==> src/rtl/midi_uart_rx.sv <==
// midi_uart_rx
//   MIDI serial receiver. It handles 8 data bits, no parity and one stop bit, sent LSB first.
//   The line is sampled in the middle of each bit. After the start edge the receiver waits
//   half a bit, checks that the line is still low, and then samples each following bit one
//   full bit period apart.
//   A received byte is held in a one-entry output register with a valid/ready handshake.
//
// Ports
//   clk          clock; all state changes on the rising edge
//   rst_n        asynchronous active-low reset
//   ser_i        MIDI serial line, asynchronous to clk, idle high
//   data_o       received byte
//   valid_o      data_o holds a byte that has not been consumed
//   ready_i      consumer accepts data_o when valid_o && ready_i
//   frame_err_o  one-cycle pulse: stop bit sampled low (MIDI break gives exactly one pulse)
//   overrun_o    one-cycle pulse: a completed byte was dropped because data_o was still full
//   busy_o       receiver is in any state other than idle
//
// Parameter
//   CLKS_PER_BIT clk cycles per serial bit; must be even and >= 4

module midi_uart_rx #(
    parameter int unsigned CLKS_PER_BIT = 32
) (
    input  logic       clk,
    input  logic       rst_n,
    input  logic       ser_i,
    output logic [7:0] data_o,
    output logic       valid_o,
    input  logic       ready_i,
    output logic       frame_err_o,
    output logic       overrun_o,
    output logic       busy_o
);

    localparam int unsigned CNT_W = (CLKS_PER_BIT > 1) ? $clog2(CLKS_PER_BIT) : 1;
    localparam logic [CNT_W-1:0] CNT_HALF = CNT_W'(CLKS_PER_BIT / 2 - 1);
    localparam logic [CNT_W-1:0] CNT_LAST = CNT_W'(CLKS_PER_BIT - 1);

    typedef enum logic [2:0] {
        S_IDLE,
        S_START,
        S_DATA,
        S_STOP,
        S_BREAK
    } state_t;

    // Two-flop synchronizer. It resets to the idle-high line level.
    logic ser_m;
    logic ser_s;

    always_ff @(posedge clk or negedge rst_n) begin
        if (!rst_n) begin
            ser_m <= 1'b1;
            ser_s <= 1'b1;
        end else begin
            ser_m <= ser_i;
            ser_s <= ser_m;
        end
    end

    state_t           state;
    state_t           state_n;
    logic [CNT_W-1:0] cnt;
    logic [CNT_W-1:0] cnt_n;
    logic [2:0]       idx;
    logic [2:0]       idx_n;
    logic [7:0]       shreg;
    logic [7:0]       shreg_n;
    logic [7:0]       data_n;
    logic             valid_n;
    logic             ferr_n;
    logic             ovr_n;
    logic             byte_done;

    always_ff @(posedge clk or negedge rst_n) begin
        if (!rst_n) begin
            state       <= S_IDLE;
            cnt         <= '0;
            idx         <= '0;
            shreg       <= '0;
            data_o      <= '0;
            valid_o     <= 1'b0;
            frame_err_o <= 1'b0;
            overrun_o   <= 1'b0;
        end else begin
            state       <= state_n;
            cnt         <= cnt_n;
            idx         <= idx_n;
            shreg       <= shreg_n;
            data_o      <= data_n;
            valid_o     <= valid_n;
            frame_err_o <= ferr_n;
            overrun_o   <= ovr_n;
        end
    end

    always_comb begin
        state_n   = state;
        cnt_n     = cnt;
        idx_n     = idx;
        shreg_n   = shreg;
        byte_done = 1'b0;
        ferr_n    = 1'b0;

        case (state)
            S_IDLE: begin
                if (!ser_s) begin
                    state_n = S_START;
                    cnt_n   = '0;
                end
            end

            // Check the start bit again half a bit after the edge. This rejects glitches.
            S_START: begin
                if (cnt == CNT_HALF) begin
                    cnt_n = '0;
                    if (!ser_s) begin
                        state_n = S_DATA;
                        idx_n   = '0;
                    end else begin
                        state_n = S_IDLE;
                    end
                end else begin
                    cnt_n = cnt + 1'b1;
                end
            end

            // The count is aligned to mid-bit, so each full bit period lands on the next mid-bit.
            S_DATA: begin
                if (cnt == CNT_LAST) begin
                    cnt_n   = '0;
                    shreg_n = {ser_s, shreg[7:1]};
                    if (idx == 3'd7) begin
                        state_n = S_STOP;
                    end else begin
                        idx_n = idx + 3'd1;
                    end
                end else begin
                    cnt_n = cnt + 1'b1;
                end
            end

            S_STOP: begin
                if (cnt == CNT_LAST) begin
                    cnt_n = '0;
                    if (ser_s) begin
                        byte_done = 1'b1;
                        state_n   = S_IDLE;
                    end else begin
                        ferr_n  = 1'b1;
                        state_n = S_BREAK;
                    end
                end else begin
                    cnt_n = cnt + 1'b1;
                end
            end

            // Wait here while the line is held low. The only frame error pulse is raised
            // on entry, so a MIDI break produces one pulse.
            S_BREAK: begin
                if (ser_s) begin
                    state_n = S_IDLE;
                end
            end

            default: begin
                state_n = S_IDLE;
                cnt_n   = '0;
            end
        endcase
    end

    // Output holding register. A byte completes while the old byte is being accepted in the
    // same cycle: the new byte replaces it and valid stays high.
    always_comb begin
        data_n  = data_o;
        valid_n = valid_o;
        ovr_n   = 1'b0;

        if (valid_o && ready_i) begin
            valid_n = 1'b0;
        end

        if (byte_done) begin
            if (valid_o && !ready_i) begin
                ovr_n = 1'b1;
            end else begin
                data_n  = shreg;
                valid_n = 1'b1;
            end
        end
    end

    assign busy_o = (state != S_IDLE);

    a_err_exclusive : assert property (@(posedge clk) disable iff (!rst_n)
        !(frame_err_o && overrun_o));

    a_ferr_single : assert property (@(posedge clk) disable iff (!rst_n)
        frame_err_o |=> !frame_err_o);

endmodule
==> config.mk <==
export PLATFORM = sky130hd
export DESIGN_NAME = midi_uart_rx
export DESIGN_NICKNAME = d
export VERILOG_FILES = /design/src/rtl/midi_uart_rx.sv
export SDC_FILE = /design/constraint.sdc
export NUM_CORES = 1
export LEC_CHECK = 0
export BUFFER_PORTS_ARGS = -buffer_cell sky130_fd_sc_hd__buf_2
export CAP_MARGIN = 20
export CORE_ASPECT_RATIO = 0.8
export CORE_MARGIN = 2
export CORE_UTILIZATION = 30
export DETAILED_ROUTE_END_ITERATION = 8
export GPL_TIMING_DRIVEN = 1
export PLACE_DENSITY_LB_ADDON = 0.05
export REMOVE_ABC_BUFFERS = 1
export SYNTH_ARGS = -nofsm -noshare
export SYNTH_HDL_FRONTEND = slang
export SYNTH_SLANG_ARGS = --single-unit
==> constraint.sdc <==
create_clock -name clk -period 1.85 [get_ports clk]
set_input_delay 0.185 -clock clk [delete_from_list [all_inputs] [get_ports clk]]
set_output_delay 0.185 -clock clk [all_outputs]
set_load 0.01 [all_outputs]
# Word-level counts from Yosys, hierarchy flattened
# Cells that the tools add are included.
[op_classes]
mux = 29
bitwise_logic = 2
n_shift = 0
reduce_logical = 12
n_lt_le_gt_ge = 0
div_mod_pow = 0
n_mul = 0
addsub = 2
eq_ne = 15
[op_table]
columns = ["op", "count"]
rows = [
  ["two-way mux 3 bit", 11],
  ["one-hot mux 5 bit (4 select lines)", 1],
  ["inequality test 2 bit, second input constant", 8],
  ["two-way mux 5 bit", 3],
  ["one-hot mux 3 bit (5 select lines)", 1],
  ["two-way mux 1 bit", 11],
  ["equality test 3 x 2 -> 1 bit, second input constant", 2],
  ["equality test 3 bit, second input constant", 2],
  ["one-hot mux 3 bit (2 select lines)", 1],
  ["AND reduction 2 bit", 3],
  ["AND reduction 6 bit", 1],
  ["adder 5 x 1 -> 5 bit, second input constant", 1],
  ["equality test 5 x 4 -> 1 bit, second input constant", 1],
  ["equality test 5 bit, second input constant", 1],
  ["AND reduction 5 bit", 1],
  ["adder 3 x 1 -> 3 bit, second input constant", 1],
  ["equality test 3 x 1 -> 1 bit, second input constant", 1],
  ["zero test 3 bit", 1],
  ["nonzero test 3 bit", 1],
  ["logical AND 1 bit", 2],
  ["two-way mux 2 bit", 1],
  ["NOT 1 bit", 2],
  ["nonzero test 2 bit", 1],
  ["OR reduction 2 bit", 1],
  ["zero test 1 bit", 1],
]
[totals]
register_bits = 32
wordCells = 70
n_memories = 0
latchBits = 0
mem_bits_rw = 0
rom_bits = 0

# Depth between registers and ports, before layout
# Gate-level depths: netlist of run 1.
[logic_depth]
depth_word = 4
ltp_mapped = 8
mapped_depth_nobuf = 7

# Least setup slack after synthesis of run 1
# No wires, ideal clock.
[synth_path]
path_type = "reg-to-reg"
startpoint = "reg cnt[0]"
endpoint = "reg data_o[0]"
path_stages_with_launch = 9
arrival_time_ns = 1.822
setup_ns = 0.128
synth_period_minus_slack_ns = 1.949
setup_slack_ns = -0.099
path_cell_list = "dfrtp_1 > ha_1 > and3_1 > ha_1 > nor2b_1 > nand4_1 > nand2b_1 > buf_2 > mux2_1"
[synth_between]
elab_chain_cells = 4
[synth_lines]
columns = ["item", "line", "source"]
rows = [
  ["start, declared", "64", "logic [CNT_W-1:0] cnt;"],
  ["start signal, assigned", "88", "cnt <= cnt_n;"],
  ["equality test 5 bit", "145", "if (cnt == CNT_LAST) begin"],
  ["two-way mux 1 bit", "145", ""],
  ["two-way mux 1 bit", "106", "case (state)"],
  ["AND reduction 2 bit (no source line)", "--", ""],
  ["end signal, assigned", "91", "data_o <= data_n;"],
  ["end, declared", "28", "output logic [7:0] data_o,"],
]
# Every way passes these cells.
# A chain may end at the register's enable or synchronous reset.

# Worst setup path after layout of run 1
[layout_path]
startpoint = "reg cnt[0]"
endpoint = "reg idx[0]"
[layout_between]
elab_chain_cells = 3
[layout_lines]
columns = ["item", "line", "source"]
rows = [
  ["equality test 5 bit / equality test 5 x 4 -> 1 bit (equally long branches)", "131, 116", ""],
  ["inequality test 2 bit (no source line)", "--", ""],
  ["AND reduction 5 bit (no source line) *", "--", ""],
  ["end signal, assigned", "89", "idx <= idx_n;"],
  ["end, declared", "66", "logic [2:0] idx;"],
]
# Mark *: on every way between the ends. The rest lies on a longest branch, timed or not.

==> metrics.txt, run 1 <==
TritonCTS clock tree=yes; YS warnings=0; dpl hpwl=1954 µm; initial DRC count=56; global route overflow=0; WL final=2917 µm; DRC viols=0; Synth Instances=118; Worst setup SP type=flip-flop; Main synth FF type=dfrtp_1; Worst-path clk slew=0.07 ns; status=finished with violations; Max Cap Viol=0; critical path fanouts, max=3; Tcrit/Tclk final=1.009; DR vias=978; vias in the first global route=about 1100; Worst Skew=0.004865 ns; CP Capture Type=flip-flop; most frequent cells after synthesis=dfrtp_1 (30), nand2_1 (11), mux2_1 (9); Clock Sinks=32; worst hold slack=0.2477 ns; Worst VDD drop=0.3428 mV; RSZ-0062 raised after global routing=yes; first-pass GRT wire length=5175 µm; worst endpoint required time=roughly 2 ns; Crit Reg-Reg Startpoint=cnt[0]$_DFFE_PN0P_; core area=approximately 4700 µm²; Cell Rows=22; routed len/inst=13.57 µm; cell taking the most area after synthesis=dfrtp_1; Synth Register Bits=32; initial antenna violation count=0; syn avg cell area=12.45 µm²; Placer Congestion=around 0.66; Syn-to-layout area delta=33.31%; global-route total usage across every layer=0.1294; Pleak=0.9629 nW; Clk pwr share=0.368; via-per-instance ratio=4.549; Max Transition Viols Final=0; clk root buf=clkbuf_8; Final min period=between 1.5 and 2 ns; fin nets=165; I/O pins=16; Syn Std Cell Area=1469 µm²; reg2reg path depth=8; synth top area cells=dfrtp_1 (51%), mux2_1 (6.9%), mux2_2 (6.1%); Reg power frac=0.461; die width=82.24 µm; final worst setup slack=-0.01610 ns; count leader, synth=dfrtp_1; final setup fails=1; total CTS buffers=5; Pint=around 1.3 mW; Psw=0.4297 mW; logic gate share of total power=0.172; I/O Buffers=15; Hold Crit Endpoint=overrun_o$_DFF_PN0_; dpl ws=-0.1571 ns; htree depth=2; switch share=0.2455; HP Class=in -> reg; antenna viol nets, final=0; Post-synth EDFFs=0; Crit path arrival time=2.03 ns; hold depth=3; top cell type's share of synthesized area=0.5111; violated checks=negative setup slack; setup slack, reg-to-reg=-0.02 ns; first drt pass iteration count=3; P per Cell Area=about 890 nW/µm²; Initial Util=0.3158; register area share after synthesis=0.5468; Final Hold Fails=0; die area=5476 µm²; max_slew headroom=0.5353; Synth cell types=34; Clk Latency, worst-skew pair=0.28 ns; reg2reg end=idx[0]$_DFFE_PN0P_; clk buf depth=2; worst slew pin tran=0.6971 ns; share of layout cells above drive strength 1=0.4839; Fmax=about 540 MHz; Die H=between 60 and 70 µm; largest net degree at the start of global routing=33; hold path startpoint=ready_i; Antenna Cells=0; WS Path Type=reg -> reg; overall power=1.750 mW; async set-or-reset flop fraction in the synthesized netlist=1.000
[metal layers]
metal / GRT usage / part of all wire / up-vias
met4: 0.06458 / 0.016 / 0
met5: 0 / 0 / -
met3: 0.04472 / 0.035 / 5
met1: 0.1699 / 0.51 / 483
met2: 0.1875 / 0.44 / 12
li1: - / - / 478
[cell families after synthesis]
family	after synthesis	synth area share
AO/OA/AOI/OAI	11	0.04770
AND/OR/NAND/NOR	39	0.1508
flip-flops	32	0.5468
adder cells (fa/ha/maj)	7	0.05962
multiplexers	20	0.1618
buffers and inverters	9	0.03322
[area by class of cell]
cell class | count | area [µm²]
fillers | 443 | 2694
flip-flops and latches | 32 | 803.3
multi-input cells | 77 | 726.9
repair buffers | 34 | 230.2
well taps | 60 | 75.07
clock buffers | 6 | 72.57
clock inverters | 2 | 35.03
inverters | 4 | 15.01
[registers in the layout, summed over array words and instances, names as in the netlist]
register / cells
frame_err_o: 1
idx: 3
cnt: 5
valid_o: 1
data_o: 8
overrun_o: 1
ser_s: 1
shreg: 8
state: 3
ser_m: 1
[power groups by stage]
stage / logic [mW] / clock network (mW) / registers [mW]
final: 0.301 / 0.643 / 0.806
after CTS: 0.273 / 0.675 / 0.804
after global placement: 0.244 / 0 / 0.812
after detailed placement: 0.244 / 0 / 0.813
after floorplan: 0.128 / 0 / 0.812
after global routing: 0.343 / 0.714 / 0.817
[critical path: stages (launching register included)]
cell and delay [ns]:
dfrtp_1 0.36, ha_2 0.19, and3_4 0.20, buf_6 0.12, ha_4 0.14, buf_4 0.11
nand3b_1 0.11, a21oi_2 0.21, mux2_4 0.31
[through the flow]
stage          setup TNS, ns  cell area [µm²]  cells    util
5_1_grt              -0.7240             1958    215  0.4209
3_3_place_gp          -1.592             1710    203  0.3677
4_1_cts             -0.06628             1963    215  0.4220
3_5_place_dp          -1.981             1710    203  0.3677
2_1_floorplan         -1.220             1435    113       -
6_report            -0.01610             1958    215  0.4209
[cells in the final DEF, fill, tap and decap left out, drive strengths merged, types with 2 or more instances in the layout]
cell type | synthesis | routed
nor2b | 4 | 4
mux2i | 2 | 2
inv | 4 | 4
nor2 | 7 | 7
nand3b | 2 | 2
nand2 | 11 | 11
ha | 7 | 7
a21oi | 5 | 5
dfstp | 2 | 2
dfrtp | 30 | 30
clkbuf | 0 | 6
nand2b | 3 | 3
dlygate4sd3 | 0 | 2
mux2 | 17 | 17
o21ai | 3 | 3
nand3 | 2 | 2
buf | 5 | 32
[how the worst max path moves through the flow]
stage / cells past startpoint / slack [ns] / startpoint / endpoint
floorplan: 7 / -0.14 / cnt[0]$_DFFE_PN0P_ / data_o[0]$_DFFE_PN0P_
global placement: 8 / -0.14 / cnt[0]$_DFFE_PN0P_ / cnt[3]$_DFFE_PN0P_
detailed placement: 8 / -0.16 / cnt[0]$_DFFE_PN0P_ / cnt[3]$_DFFE_PN0P_
CTS: 8 / -0.01 / cnt[1]$_DFFE_PN0P_ / data_o[1]$_DFFE_PN0P_
global route: 8 / -0.10 / cnt[1]$_DFFE_PN0P_ / cnt[3]$_DFFE_PN0P_
finish: 8 / -0.02 / cnt[0]$_DFFE_PN0P_ / idx[0]$_DFFE_PN0P_
[what timing repair did]
item | 4_1_cts | 5_1_grt
setup endpoints to repair | 22 | 22
resized for setup | 25 | 4
hold buffers | 2 | 0
pin swaps | 6 | 1
hold endpoints to repair | 31 | 0
setup buffers | 2 | 2
Power figures use the tool's default switching activity.
==> inputs of run 2 (changes only) <==
clock period = 1.9 ns   (was 1.85 ns; I/O delays follow)
==> metrics.txt, run 2 (synthesis results as in run 1) <==
status=finished clean; share of layout cells above drive strength 1=0.4740; max_slew headroom=0.5212; die area=5476 µm²; core area=4652 µm²; DRC viols=0; cell area after layout=between 1500 and 2000 µm²; fin nets=165; hold path startpoint=ready_i; Max Transition Viols Final=0; I/O pins=16; Core Util, Final=0.4204; Worst-path clk slew=0.07 ns; total CTS buffers=5; critical path fanouts, max=3; first-pass GRT wire length=4795 µm; TritonCTS clock tree=yes; WL final=2817 µm; Crit Reg-Reg Startpoint=cnt[0]$_DFFE_PN0P_; clk buf depth=2; htree depth=2; Tcrit/Tclk final=0.9717; Syn-to-layout area delta=33.13%; WS Path Type=reg -> reg; Initial Util=0.3158; global route overflow=0; Cell Chain, Critical Path=ha_2 > and3_4 > buf_6 > ha_4 > nor3b_2 > a21oi_2 > or4_1 > o211ai_1; Fmax=541.7 MHz; via-per-instance ratio=4.556; Worst Skew=0.006862 ns; CP Capture Type=flip-flop; Clock Sinks=32; Die H=roughly 67 µm; most frequent cells in the layout=dfrtp_1 (30), buf_2 (15), buf_4 (13), nand2_1 (11), mux2_4 (9); final setup fails=0; Cell Rows=22; Regs by FF count=data_o: 8 flops, shreg: 8 flops, cnt: 5 flops; die width=82.24 µm; Antenna Cells=0; Final Hold Fails=0; HP Class=in -> reg; Crit path arrival time=2.04 ns; worst endpoint required time=2.09 ns; hold depth=3; dpl ws=-0.1627 ns; max incr delay on CP=0.40 ns; P per Cell Area=about 830 nW/µm²; reg2reg path depth=8; worst hold slack=0.2646 ns; largest net degree at the start of global routing=33; Hold Crit Endpoint=overrun_o$_DFF_PN0_; I/O Buffers=15; initial antenna violation count=0; vias in the first global route=approximately 1000; setup TNS=0 ns; RSZ-0062 raised after global routing=yes; Cell Area, Placed=1688 µm²; FILL cells=442; antenna viol nets, final=0; setup slack, reg-to-reg=0.05 ns; Critical-path top delay cell=or4_1; Max Cap Viol=0; DR vias=975; clk root buf=clkbuf_8; commonest non-fill, non-tap cell in the layout=dfrtp_1; first drt pass iteration count=4; initial DRC count=33; Clk Latency, worst-skew pair=0.27 ns; reg2reg end=cnt[3]$_DFFE_PN0P_; Final min period=1.846 ns; Pleak=approximately 0.97 nW; dpl hpwl=1831 µm; Worst VDD drop=between 0.3 and 0.4 mV; worst slew pin tran=around 0.72 ns; routed len/inst=13.16 µm; Worst setup SP type=flip-flop; Placer Congestion=0.6888; final worst setup slack=~0.054 ns; global-route total usage across every layer=0.1172
[run 2: cell types whose count changed in the layout (fill, tap and decap cells not counted), sizes merged]
cell    before  now
clkbuf       6    7
clkinv       1    0
bufinv       1    0
[run 2: how the worst max path moves through the flow]
stage	start	endpoint	depth (start not counted)
after CTS	cnt[0]$_DFFE_PN0P_	data_o[1]$_DFFE_PN0P_	8
after detailed placement	cnt[0]$_DFFE_PN0P_	cnt[3]$_DFFE_PN0P_	8
after global routing	cnt[0]$_DFFE_PN0P_	cnt[3]$_DFFE_PN0P_	8
final	cnt[0]$_DFFE_PN0P_	cnt[3]$_DFFE_PN0P_	8
after floorplan	cnt[0]$_DFFE_PN0P_	data_o[0]$_DFFE_PN0P_	7
after global placement	cnt[0]$_DFFE_PN0P_	cnt[3]$_DFFE_PN0P_	8
[run 2: what timing repair did]
action / CTS / global route
endpoints found under the setup margin: 22 / 23
hold endpoints to repair: 12 / 1
cloned: 0 / 0
buffers inserted: 4 / 2
hold buffers: 1 / 1
resized for setup: 23 / 4
pin swaps: 6 / 3
[run 2: stage by stage]
stage | power (mW) | instances
floorplan | 0.9160 | 113
global placement | 1.007 | 200
detailed placement | 1.010 | 200
CTS | 1.612 | 212
global route | 1.722 | 214
finish | 1.619 | 214
[run 2: where the power goes]
part | internal [mW] | switching (mW) | total, mW | leakage [nW]
logic | 0.159 | 0.112 | 0.271 | 0.489
clock network | 0.322 | 0.235 | 0.558 | 0.0503
registers | 0.735 | 0.0549 | 0.790 | 0.427
[run 2: area by class of cell]
cell class / count / area (µm²) / share of cell area
multi-input combinational: 77 / 719.4 / 0.3679
clock buffer: 7 / 96.34 / 0.04926
inverter: 4 / 15.01 / 0.007678
timing repair buffer: 34 / 246.5 / 0.1260
tap: 60 / 75.07 / 0.03839
sequential: 32 / 803.3 / 0.4107
[run 2: critical path, delay by kind of cell, from the launching register on]
| family | cells | cell delay (ns) |
|---|---|---|
| buf+inv | 1 | 0.13 |
| fa+ha+maj | 2 | 0.35 |
| compound gates | 2 | 0.14 |
| flops | 1 | 0.39 |
| simple gates | 3 | 0.76 |
[run 2: routing by layer]
layer	routed length, µm	vias up	track usage
met5	0	-	0
met3	110	2	0.03794
met1	1471	480	0.1679
met4	14	0	0.03750
li1	-	480	-
met2	1220	13	0.1653
